### src/rtl/ping_scan.sv
// ping_scan: fires each enabled ultrasonic channel in turn, converts echo width to cm/in, banks results.
// Result latency is trigger + echo delay + echo width + 2 sync cycles; there is no backpressure, and go is ignored while busy.
module ping_scan #(
  parameter int NCH        = 4,
  parameter int RES_W      = 8,
  parameter int TRIG_CYC   = 2,
  parameter int HOLD_CYC   = 300,
  parameter int CYC_PER_CM = 23,
  parameter int CYC_PER_IN = 58,
  parameter int ECHO_MAX   = 8000,
  parameter int GAP_CYC    = 4000
) (
  input  logic             clk,
  input  logic             reset,
  input  logic             go,
  input  logic             cont,
  input  logic             inches,
  input  logic [NCH-1:0]   ch_mask,
  input  logic [NCH-1:0]   pulsein,
  output logic [NCH-1:0]   pulseout,
  output logic [NCH-1:0]   pulseen,
  output logic             busy,
  output logic [2:0]       chan,
  output logic             convdone,
  output logic [RES_W-1:0] result,
  output logic             tmo,
  input  logic [2:0]       rd_sel,
  output logic [RES_W-1:0] rd_data
);
  localparam int CMAX = (HOLD_CYC > GAP_CYC) ? ((HOLD_CYC > TRIG_CYC) ? HOLD_CYC : TRIG_CYC)
                                             : ((GAP_CYC > TRIG_CYC) ? GAP_CYC : TRIG_CYC);
  localparam int CW   = $clog2(CMAX + 1);
  localparam int EW   = $clog2(ECHO_MAX + 1);
  localparam int PMAX = (CYC_PER_IN > CYC_PER_CM) ? CYC_PER_IN : CYC_PER_CM;
  localparam int PW   = $clog2(PMAX + 1);

  typedef enum logic [2:0] {IDLE, TRIG, WAITR, ECHO, GAP} state_t;

  state_t           state;
  logic [CW-1:0]    cnt;
  logic [EW-1:0]    ecnt;
  logic [PW-1:0]    pre;
  logic [RES_W-1:0] acc;
  logic             unit_in;
  logic [NCH-1:0]   mask_q;
  logic [NCH-1:0]   sync1, sync2, sync3;
  logic [RES_W-1:0] bank [8];

  logic             echo_now, echo_prev, rise;
  logic             nxt_found;
  logic [2:0]       nxt_idx;
  logic             launch;
  logic [2:0]       launch_idx;
  logic             do_write, wr_tmo;
  logic [RES_W-1:0] wr_val;
  logic [PW-1:0]    div_last;

  function automatic logic [2:0] lowest(input logic [NCH-1:0] m);
    logic [2:0] r;
    r = '0;
    for (int i = NCH - 1; i >= 0; i--) begin
      if (m[i]) r = 3'(i);
    end
    return r;
  endfunction

  always_comb begin
    echo_now  = 1'b0;
    echo_prev = 1'b0;
    nxt_found = 1'b0;
    nxt_idx   = chan;
    for (int i = 0; i < NCH; i++) begin
      if (i == int'(chan)) begin
        echo_now  = sync2[i];
        echo_prev = sync3[i];
      end
      if (!nxt_found && i > int'(chan) && mask_q[i]) begin
        nxt_found = 1'b1;
        nxt_idx   = 3'(i);
      end
    end
  end

  assign rise     = echo_now & ~echo_prev;
  assign div_last = unit_in ? PW'(CYC_PER_IN - 1) : PW'(CYC_PER_CM - 1);
  // Bank is written the cycle after the strobe, so a same-cycle read still returns the old entry.
  assign rd_data  = bank[rd_sel];

  always_comb begin
    launch     = 1'b0;
    launch_idx = chan;
    do_write   = 1'b0;
    wr_val     = acc;
    wr_tmo     = 1'b0;
    case (state)
      IDLE: if (go && |ch_mask) begin
        launch     = 1'b1;
        launch_idx = lowest(ch_mask);
      end
      WAITR: if (!rise && cnt == CW'(HOLD_CYC - 1)) begin
        do_write = 1'b1;
        wr_val   = '1;
        wr_tmo   = 1'b1;
      end
      ECHO: if (!echo_now) begin
        do_write = 1'b1;
      end else if (ecnt == EW'(ECHO_MAX)) begin
        do_write = 1'b1;
        wr_val   = '1;
        wr_tmo   = 1'b1;
      end
      GAP: if (cnt == CW'(GAP_CYC - 1)) begin
        if (nxt_found) begin
          launch     = 1'b1;
          launch_idx = nxt_idx;
        end else if (cont) begin
          launch     = 1'b1;
          launch_idx = lowest(mask_q);
        end
      end
      default: ;
    endcase
  end

  always_ff @(posedge clk or negedge reset) begin
    if (!reset) begin
      state    <= IDLE;
      cnt      <= '0;
      ecnt     <= '0;
      pre      <= '0;
      acc      <= '0;
      unit_in  <= 1'b0;
      mask_q   <= '0;
      sync1    <= '0;
      sync2    <= '0;
      sync3    <= '0;
      pulseout <= '0;
      pulseen  <= '0;
      busy     <= 1'b0;
      chan     <= '0;
      convdone <= 1'b0;
      result   <= '0;
      tmo      <= 1'b0;
      for (int i = 0; i < 8; i++) bank[i] <= '0;
    end else begin
      sync1    <= pulsein;
      sync2    <= sync1;
      sync3    <= sync2;
      convdone <= do_write;
      if (convdone) bank[chan] <= result;
      case (state)
        IDLE: if (launch) begin
          mask_q <= ch_mask;
          busy   <= 1'b1;
        end
        TRIG: if (cnt == CW'(TRIG_CYC - 1)) begin
          pulseout <= '0;
          pulseen  <= '0;
          cnt      <= '0;
          state    <= WAITR;
        end else begin
          cnt <= cnt + 1'b1;
        end
        WAITR: if (rise) begin
          // The rise cycle itself is the first cycle of echo width.
          state <= ECHO;
          ecnt  <= EW'(1);
          pre   <= PW'(1);
          acc   <= '0;
        end else if (!do_write) begin
          cnt <= cnt + 1'b1;
        end
        ECHO: if (!do_write) begin
          ecnt <= ecnt + 1'b1;
          if (pre == div_last) begin
            pre <= '0;
            if (acc != '1) acc <= acc + 1'b1;
          end else begin
            pre <= pre + 1'b1;
          end
        end
        GAP: if (cnt == CW'(GAP_CYC - 1)) begin
          if (!launch) begin
            busy  <= 1'b0;
            state <= IDLE;
          end
        end else begin
          cnt <= cnt + 1'b1;
        end
        default: state <= IDLE;
      endcase
      if (do_write) begin
        result <= wr_val;
        tmo    <= wr_tmo;
        cnt    <= '0;
        state  <= GAP;
      end
      if (launch) begin
        chan     <= launch_idx;
        unit_in  <= inches;
        cnt      <= '0;
        state    <= TRIG;
        pulseen  <= NCH'(1) << launch_idx;
        pulseout <= NCH'(1) << launch_idx;
      end
    end
  end
endmodule

### config.mk
export PLATFORM = sky130hd
export DESIGN_NAME = ping_scan
export DESIGN_NICKNAME = d
export VERILOG_FILES = /design/src/rtl/ping_scan.sv
export SDC_FILE = /design/constraint.sdc
export NUM_CORES = 1
export LEC_CHECK = 0
export ABC_AREA = 1
export CORE_ASPECT_RATIO = 0.6
export CORE_UTILIZATION = 45
export CTS_CLUSTER_DIAMETER = 150
export DETAILED_ROUTE_END_ITERATION = 16
export PLACE_DENSITY = 0.59
export SLEW_MARGIN = 10
export SYNTH_ARGS = -nofsm -noshare
export SYNTH_HDL_FRONTEND = slang
export SYNTH_SLANG_ARGS = --single-unit
### constraint.sdc
create_clock -name clk -period 5.63 [get_ports clk]
set_clock_uncertainty 0.05 [all_clocks]
set_input_delay 0.563 -clock clk [delete_from_list [all_inputs] [get_ports clk]]
set_output_delay 0.563 -clock clk [all_outputs]
set_load 0.02 [all_outputs]
=== Yosys cells after proc, flatten, opt, wreduce, memory -nomap -nowiden ===
Index checks and enable logic that the tools add are counted.

* Bits in registers: 141
* Bits of input ports: 16
* Output and inout port bits: 30
* Logic and storage cells: 172

* Add/sub/neg operators: 4
* Magnitude comparators: 6
* Equality and inequality tests: 26
* Shift-type cells: 1
* Multiplexer cells: 80
* Bitwise logic cells: 4
* Reduce and logical (&&, ||, !) cells: 27

{| class="wikitable"
|+ Operators with widths
! kind !! count
|-
| 2-to-1 mux 8 bit || 10
|-
| bitwise mux 64 bit || 1
|-
| 2-to-1 mux 12 bit || 5
|-
| 2-to-1 mux 3 bit || 18
|-
| case mux 12 bit (3 select lines) || 1
|-
| case mux 8 bit (2 select lines) || 2
|-
| 2-to-1 mux 13 bit || 2
|-
| case mux 13 bit (2 select lines) || 1
|-
| binary-select mux 8 bit (select 3 bit) || 1
|-
| demux 8 bit (select 3 bit) || 1
|-
| 2-to-1 mux 6 bit || 4
|-
| 2-to-1 mux 1 bit || 22
|-
| inequality test 4 bit (second input constant) || 5
|-
| inequality test 2 bit (second input constant) || 7
|-
| adder 13 x 1 -> 13 bit (second input constant) || 1
|-
| == test 13 bit (second input constant) || 1
|-
| adder 12 x 1 -> 12 bit (second input constant) || 1
|-
| == test 12 x 1 -> 1 bit (second input constant) || 1
|-
| == test 12 bit (second input constant) || 1
|-
| == test 12 x 9 -> 1 bit (second input constant) || 1
|-
| 2-to-1 mux 4 bit || 3
|-
| case mux 3 bit (4 select lines) || 1
|-
| case mux 6 bit (2 select lines) || 1
|-
| adder 8 x 1 -> 8 bit (second input constant) || 1
|-
| 31 further kinds || 56
|}

=== Logic depth before layout (Yosys ltp) ===
Gate-level depths: netlist (run 1).

* Word-level depth: 17
* Depth in mapped cells: 15
* Gate-level depth less buffers: 13

=== Worst setup path after synthesis (run 1) ===
OpenSTA, ideal clock, no wires.

* Path type: input to output
* Start point: input rd_sel[0]
* End point: output rd_data[5]
* Arrival: 1.792 ns
* Data required time: 5.017 ns
* Setup slack: 3.225 ns
* Stages: 7
* Buffers on the path: 2
* Path through: clkbuf_1 > inv_1 > clkbuf_1 > nor2_1 > o32ai_1 > nor2_1 > a31oi_1

* Cells in the longest elaborated chain, start to end: 4

{| class="wikitable"
|+ RTL lines
! element !! RTL line !! RTL
|-
| start: declaration || 27 || <nowiki>input logic [2:0] rd_sel,</nowiki>
|-
| inverter 3 -> 4 bit (implied by the code) || 87 || <nowiki>assign rd_data = bank[rd_sel];</nowiki>
|-
| binary-select mux 8 bit (select 3 bit) || 87 ||
|-
| 2-to-1 mux 8 bit (implied by the code) (2 in series) || 87 ||
|-
| end: declaration || 28 || <nowiki>output logic [RES_W-1:0] rd_data</nowiki>
|}

Every way passes these cells. The select of a mux whose other input is x is not followed.

=== Final worst setup path (run 1) ===
* Start point: input rd_sel[1]
* End point: output rd_data[7]

Same word-level chain as after synthesis.

==> metrics.cfg, run 1 <==
[status]
status = finished, final reports clean

[timing]
fin_setup_tns_ns = 0
fin_crit_sh_pct = 64.09
finalHoldViolations = 0
period_minus_slack_ns = 3.608
slew_violations = 0
slew_headroom_pct = 31.89
setup_viol = 0
tightestPinTransition_ns = 1.018
fmax_ghz = 0.2771
rsz0062_at_grt = no
timing.hold.ws_ns = 0.1813

[layout]
drive_gt1_share_pct = 8.138
insertedDiodeCount = 0
register_area_sq_um = 3528
area_growth_pct = 14.81
fin_cells = 1186
multiInputGateArea_sq_um = 3344
fillCellCount = 1507
layout.nets = 992

[route]
viasPerCell = 5.333
wire_per_inst_microns = 15.85
route.vias.total = 6325
drtPass1Iterations = 5
drc_errors = 0
wl_microns = 18800
dr.first_iter.drc_count = 564
antenna_violating_nets_post_route = 0

[power_and_ir_drop]
p_per_area_nw_per_um2 = 266.2
peakVddDrop_v = 0.0002235
p_leak_nw = 3.894

[synth]
syn_area_sq_um = 7391
synth_sequential_area_ratio_pct = 47.74
synth.avg_cell_area_sq_um = 7.829
ys_seq_elements = 141
yosysWarningCount = 0
synthCells = 944
yosys.cell_types.count = 39
synthFlopType = dfrtp_1
synth_fp_nets = 966
async_flop_share_pct = 100.0
synth_edf_count = 0

[place]
dp_cells = 1154
port_buffers = 45
gp_congestion = 0.8525
dp.final_hpwl_microns = 13100

[grt]
met1_usage_pct = 40.22
gr-total-overflow = 0
grtUsageTotal_pct = 24.17
busiest_layer = met1
gr-usage-met2_pct = 30.38
grt_pass1_vias = 5890
grt_max_degree = 101
use_met3_pct = 5.549
antenna_found_initial = 0
grt_pass1_wl_microns = 32040

[cts]
cts_hold_buf = 0
clock_latency_ns = 0.42
h-tree-depth = 4
cts_resized = 0
cts_tree = built
clk_pin_slew_worst_paths_ns = 0.07
numCtsBuffers = 17
cts_root_buf = clkbuf_16
cts_setup_buffers = 0
clk_path_buf_depth = 2
clock_sinks = 141

[critical_path]
crit_slowest_cell = clkdlybuf4s50_1
crit_fanout = 32
worstSetupEndpointType = output pin
crit_buf_inv = 2
crit_type = in2out
crit_top_cell = clkdlybuf4s50_1
start_kind = input pin
crit_chain = clkdlybuf4s50_1 > o21ai_0 > o32ai_1 > nor2_1 > a31oi_1 > clkdlybuf4s50_1
critical-path-top-delay-family = buffers and inverters
cp.required_ns = 5.02
critical_path_arrival_ns = 3.00
cpPeakStageDelay_ns = 1.14

[floorplan]
rows = 35
die_h_microns = 101.3
start_util_pct = 47.14
dieArea_sq_um = 16960
die_w_microns = 167.5
io_pins = 46
core_sq_um = 15680

[job]
maxCapViolations = 0

[hold_path]
min_path_type = in2async

-- registers in the layout, summed over array words and instances, names as in the netlist --
register,count
sync2,4
convdone,1
bank,64
state,3
sync3,4
tmo,1
unit_in,1
ecnt,13
sync1,4
result,8
pulseen,4
mask_q,4
cnt,12
pre,6
busy,1
acc,8
chan,3
-- layer usage --
layer  routed length (microns)  share of wire [%]  vias up
met3                      1052                5.6       16
met1                     10740                 57     3021
met4                       152               0.81        0
met5                         0                  0        -
met2                      6851                 36      146
li1                          -                  -     3142
-- worst register-to-register path, delay by kind of cell, from the launching register on --
kind	cells	cell delay, ns
simple gates	9	1.62
fa+ha+maj	1	0.25
flops	1	0.42
buf+inv	1	0.22
-- cell type report --
| type | instances | share of cell area [%] |
|---|---|---|
| Multi-Input combinational cell | 682 | 39.41 |
| Inverter | 78 | 3.450 |
| Clock buffer | 18 | 5.058 |
| Timing Repair Buffer | 50 | 5.765 |
| Clock inverter | 14 | 1.740 |
| Tap cell | 203 | 2.993 |
| Sequential cell | 141 | 41.58 |
-- path summary, 6_finish.rpt --
kind	startpoint	endpoint	slack [ns]	cells past startpoint
min in group clk	sync1[3]$_DFF_PN0_	sync2[3]$_DFF_PN0_	0.30	0
min	reset	bank[25]$_DFFE_PN0P_	0.18	1
min reg2reg	sync1[3]$_DFF_PN0_	sync2[3]$_DFF_PN0_	0.30	0
max reg2reg	cnt[0]$_DFFE_PN0P_	cnt[6]$_DFFE_PN0P_	3.02	11
max in group asynchronous	reset	ecnt[5]$_DFFE_PN0P_	4.19	2
max	rd_sel[1]	rd_data[7]	2.02	6
-- where the power goes --
group | total (mW) | leakage (nW) | internal (mW) | switching, mW
clock | 1.12 | 0.275 | 0.626 | 0.493
combinational | 0.112 | 1.71 | 0.0407 | 0.0713
sequential | 1.03 | 1.91 | 1.02 | 0.00674
total | 2.26 | 3.89 | 1.69 | 0.571
-- logic make-up (layout without fill, tap and decap cells) --
logic type / count (synthesis) / in the layout / synth area share (%)
AO/OA/AOI/OAI: 151 / 151 / 11.34
XOR/XNOR: 21 / 21 / 2.488
adder cells (fa/ha/maj): 6 / 6 / 1.016
buffers and inverters: 121 / 160 / 7.009
flip-flops: 141 / 141 / 47.74
AND/OR/NAND/NOR: 504 / 504 / 30.40
-- cell usage in the layout (no fill, tap or decap), types with 2 or more instances in the layout --
cell	netlist	layout
nand2_1	250	250
a21oi_1	4	4
nor2_2	6	6
nor2_4	2	2
xor2_1	17	17
nand3b_1	2	2
inv_2	9	9
o21ai_2	2	2
xnor2_1	4	4
clkbuf_16	0	17
dfrtp_1	141	141
nand3_1	72	72
inv_1	68	68
nor3b_1	3	3
inv_8	0	3
buf_4	8	5
inv_6	0	6
nor3_2	2	2
a31oi_1	9	9
nand4_1	15	15
nand2_4	5	5
o211ai_1	9	9
clkdlybuf4s50_1	0	44
nand3_2	11	11
nor3_1	22	22
clkinvlp_4	0	3
o21ai_0	115	115
ha_1	6	6
nor2_1	108	108
nand2_2	3	3
o32ai_1	8	8
-- metrics by stage --
step / worst slack [ns] / power, mW / cell area, sq um / util, %
final: 2.022 / 2.259 / 8486 / 54.13
after global routing: 1.802 / 2.337 / 8486 / 54.13
after CTS: 2.007 / 2.279 / 8486 / 54.13
after detailed placement: 2.023 / 1.160 / 7909 / 50.45
after global placement: 2.037 / 1.160 / 7909 / 50.45
after floorplan: 3.225 / 1.102 / 7391 / -
-- cells in the mapped netlist, types with 2 or more instances --
cell | instances | area, sq um
a21oi_1 | 4 | 20.02
a31oi_1 | 9 | 56.30
buf_2 | 8 | 40.04
buf_4 | 8 | 60.06
clkbuf_1 | 24 | 90.09
dfrtp_1 | 141 | 3528
ha_1 | 6 | 75.07
inv_1 | 68 | 255.2
inv_2 | 9 | 33.78
nand2_1 | 250 | 938.4
nand2_2 | 3 | 18.77
nand2_4 | 5 | 56.30
nand3_1 | 72 | 360.4
nand3_2 | 11 | 110.1
nand3b_1 | 2 | 15.01
nand4_1 | 15 | 93.84
nor2_1 | 108 | 405.4
nor2_2 | 6 | 37.54
nor2_4 | 2 | 22.52
nor3_1 | 22 | 110.1
nor3_2 | 2 | 20.02
nor3b_1 | 3 | 22.52
o211ai_1 | 9 | 67.56
o21ai_0 | 115 | 575.6
o21ai_2 | 2 | 17.52
o32ai_1 | 8 | 70.07
xnor2_1 | 4 | 35.03
xor2_1 | 17 | 148.9
(Power assumes the default switching activity.)
==> run 2: changes to the inputs <==
--- a/config.mk
+++ b/config.mk
@@ -10,7 +10,7 @@
 export CORE_UTILIZATION = 45
 export CTS_CLUSTER_DIAMETER = 150
 export DETAILED_ROUTE_END_ITERATION = 16
-export PLACE_DENSITY = 0.59
+export PLACE_DENSITY = 0.62
 export SLEW_MARGIN = 10
 export SYNTH_ARGS = -nofsm -noshare
 export SYNTH_HDL_FRONTEND = slang
==> constraint.sdc (replaced) <==
create_clock -name clk -period 2.95 [get_ports clk]
set_clock_uncertainty 0.05 [all_clocks]
set_input_delay 0.295 -clock clk [delete_from_list [all_inputs] [get_ports clk]]
set_output_delay 0.295 -clock clk [all_outputs]
set_load 0.02 [all_outputs]
==> metrics.cfg, run 2 (synthesized netlist as in run 1, its figures left out) <==
[layout]
largest_register_ffs = 64
area_growth_pct = 16.18
top_regs = bank x64, ecnt x13, cnt x12
utilization_pct = 54.77
drive_gt1_share_pct = 9.155
final_cell_area_sq_um = 8587
regMostFlops = bank
fillCellCount = 1478
final_cell_mix = nand2_1, dfrtp_1, o21ai_0
insertedDiodeCount = 0
layout.nets = 1003
layout_commonest_cell = nand2_1

[power_and_ir_drop]
pwr-share-seq_pct = 45.6
p_sw_share_pct = 26.44
p_leak_nw = 3.954
p_clk_share_pct = 49.2
p_int_mw = 3.162
peakVddDrop_v = 0.0003230
p_per_area_nw_per_um2 = 500.6
p_sw_mw = 1.137
p_comb_share_pct = 5.2

[floorplan]
core_sq_um = 15680
io_pins = 46
start_util_pct = 47.14
die_w_microns = 167.5
rows = 35
die_h_microns = 101.3
dieArea_sq_um = 16960

[critical_path]
critical-path-top-delay-family = buffers and inverters
crit_buf_inv = 3
crit_slowest_cell = clkdlybuf4s50_1
worstSetupEndpointType = output pin
crit_type = in2out
crit_fanout = 19
critical_path_arrival_ns = 2.28
start_kind = input pin
cp.required_ns = 2.61
crit_chain = clkdlybuf4s50_1 > buf_4 > nor2_1 > o32ai_1 > nor2_1 > a31oi_1 > clkdlybuf4s50_1
cpPeakStageDelay_ns = 0.63

[timing]
finalHoldViolations = 0
setup_viol = 0
period_minus_slack_ns = 2.628
slew_headroom_pct = 38.54
rsz0062_at_grt = no
fmax_ghz = 0.3805
fin_setup_tns_ns = 0
tightestPinTransition_ns = 0.9169
fin_crit_sh_pct = 89.08
slew_violations = 0

[route]
dr.first_iter.drc_count = 575
wl_microns = 18760
antenna_violating_nets_post_route = 0
drc_errors = 0
top_layer = met4
viasPerCell = 5.275
drtPass1Iterations = 7
wl_met2_microns = 6841
route.vias.total = 6314
wire_per_inst_microns = 15.67
wl_met1_microns = 10930
routed-wl-met3_microns = 880

[grt]
grtUsageTotal_pct = 23.92
grt_pass1_wl_microns = 31770
grt_max_degree = 70
antenna_found_initial = 0
gr-total-overflow = 0
grt_pass1_vias = 5813

[cts]
h-tree-depth = 4
cts_resized = 0
cts_tree = built
clock_sinks = 141
clock_latency_ns = 0.43
clk_path_buf_depth = 2
numCtsBuffers = 17
clk_pin_slew_worst_paths_ns = 0.07
cts_root_buf = clkbuf_16

[place]
placed_area_sq_um = 8001
dp.final_hpwl_microns = 13360
port_buffers = 45
gp_congestion = 0.8791

[hold_path]
min_path_type = in2reg

[job]
maxCapViolations = 0

[status]
status = finished, final reports clean

==> run 2: stage by stage <==
| stage | setup WS [ns] | total power [mW] | hold slack (ns) | std cells |
|---|---|---|---|---|
| after CTS | 0.3044 | 4.334 | 0.2377 | 1197 |
| after global placement | 0.3290 | 2.221 | 0.2814 | 1164 |
| after floorplan | 1.007 | 2.104 | -0.05059 | 944 |
| after detailed placement | 0.3084 | 2.221 | 0.2847 | 1164 |
| final | 0.3221 | 4.299 | 0.2451 | 1197 |
| after global routing | 0.1618 | 4.440 | 0.2389 | 1197 |
==> run 2: worst reg2reg max path: stages (launching register included) <==
cell and delay [ns]:
dfrtp_1 0.60, inv_2 0.12, nor2_2 0.18, nand3_1 0.09, nand2_1 0.10, nor2_2 0.07
nand2_4 0.10, nand3_4 0.09, nand2_4 0.20, inv_2 0.10, nand2_4 0.18, nand2_2 0.26
nand2_1 0.13, nand2_1 0.06
==> run 2: worst paths after layout <==
kind	start	endpoint	slack, ns	cells past startpoint
worst max-delay path	rd_sel[0]	rd_data[4]	0.32	7
worst min-delay path	pulsein[2]	sync1[2]$_DFF_PN0_	0.25	1
max in group asynchronous	reset	pulseen[3]$_DFFE_PN0P_	1.71	3
worst min register to register	sync1[3]$_DFF_PN0_	sync2[3]$_DFF_PN0_	0.30	0
min in group asynchronous	reset	bank[37]$_DFFE_PN0P_	0.38	2
worst max register to register	chan[1]$_DFFE_PN0N_	pre[5]$_DFFE_PN0P_	0.52	13
==> run 2: power by group through the flow <==
| stage | registers, mW | logic [mW] | clock network (mW) |
|---|---|---|---|
| after floorplan | 2.00 | 0.106 | 0 |
| after global placement | 2.00 | 0.223 | 0 |
| after detailed placement | 2.00 | 0.223 | 0 |
| after CTS | 1.96 | 0.226 | 2.15 |
| after global routing | 1.96 | 0.248 | 2.23 |
| final | 1.96 | 0.222 | 2.11 |
==> run 2: layer usage <==
layer,global-route usage (%),vias up
li1,-,3166
met1,40.11,2978
met2,30.83,152
met3,4.299,18
met4,4.869,0
met5,0,-
==> run 2: repair_timing <==
action	CTS	global route
endpoints found under the setup margin	0	0
setup buffers	0	0
hold buffers	1	0
endpoints found under the hold margin	67	0
==> run 2: area by class of cell <==
class	count	area [sq um]	area share, %
well taps	203	254.0	2.958
flip-flops and latches	141	3528	41.09
clock buffers	18	429.2	4.998
repair buffers	61	586.8	6.834
multi-input cells	682	3349	39.01
inverters	78	292.8	3.410
clock inverters	14	146.4	1.705
==> run 3: changes to the inputs <==
--- a/config.mk
+++ b/config.mk
@@ -8,8 +8,9 @@
 export ABC_AREA = 1
 export CORE_ASPECT_RATIO = 0.6
 export CORE_UTILIZATION = 45
-export CTS_CLUSTER_DIAMETER = 150
+export CTS_CLUSTER_DIAMETER = 100
 export DETAILED_ROUTE_END_ITERATION = 16
+export HOLD_SLACK_MARGIN = 0.15
 export PLACE_DENSITY = 0.62
 export SLEW_MARGIN = 10
 export SYNTH_ARGS = -nofsm -noshare
==> results of run 3 <==
The final DEF is identical to that of run 2; final timing and power are the same.
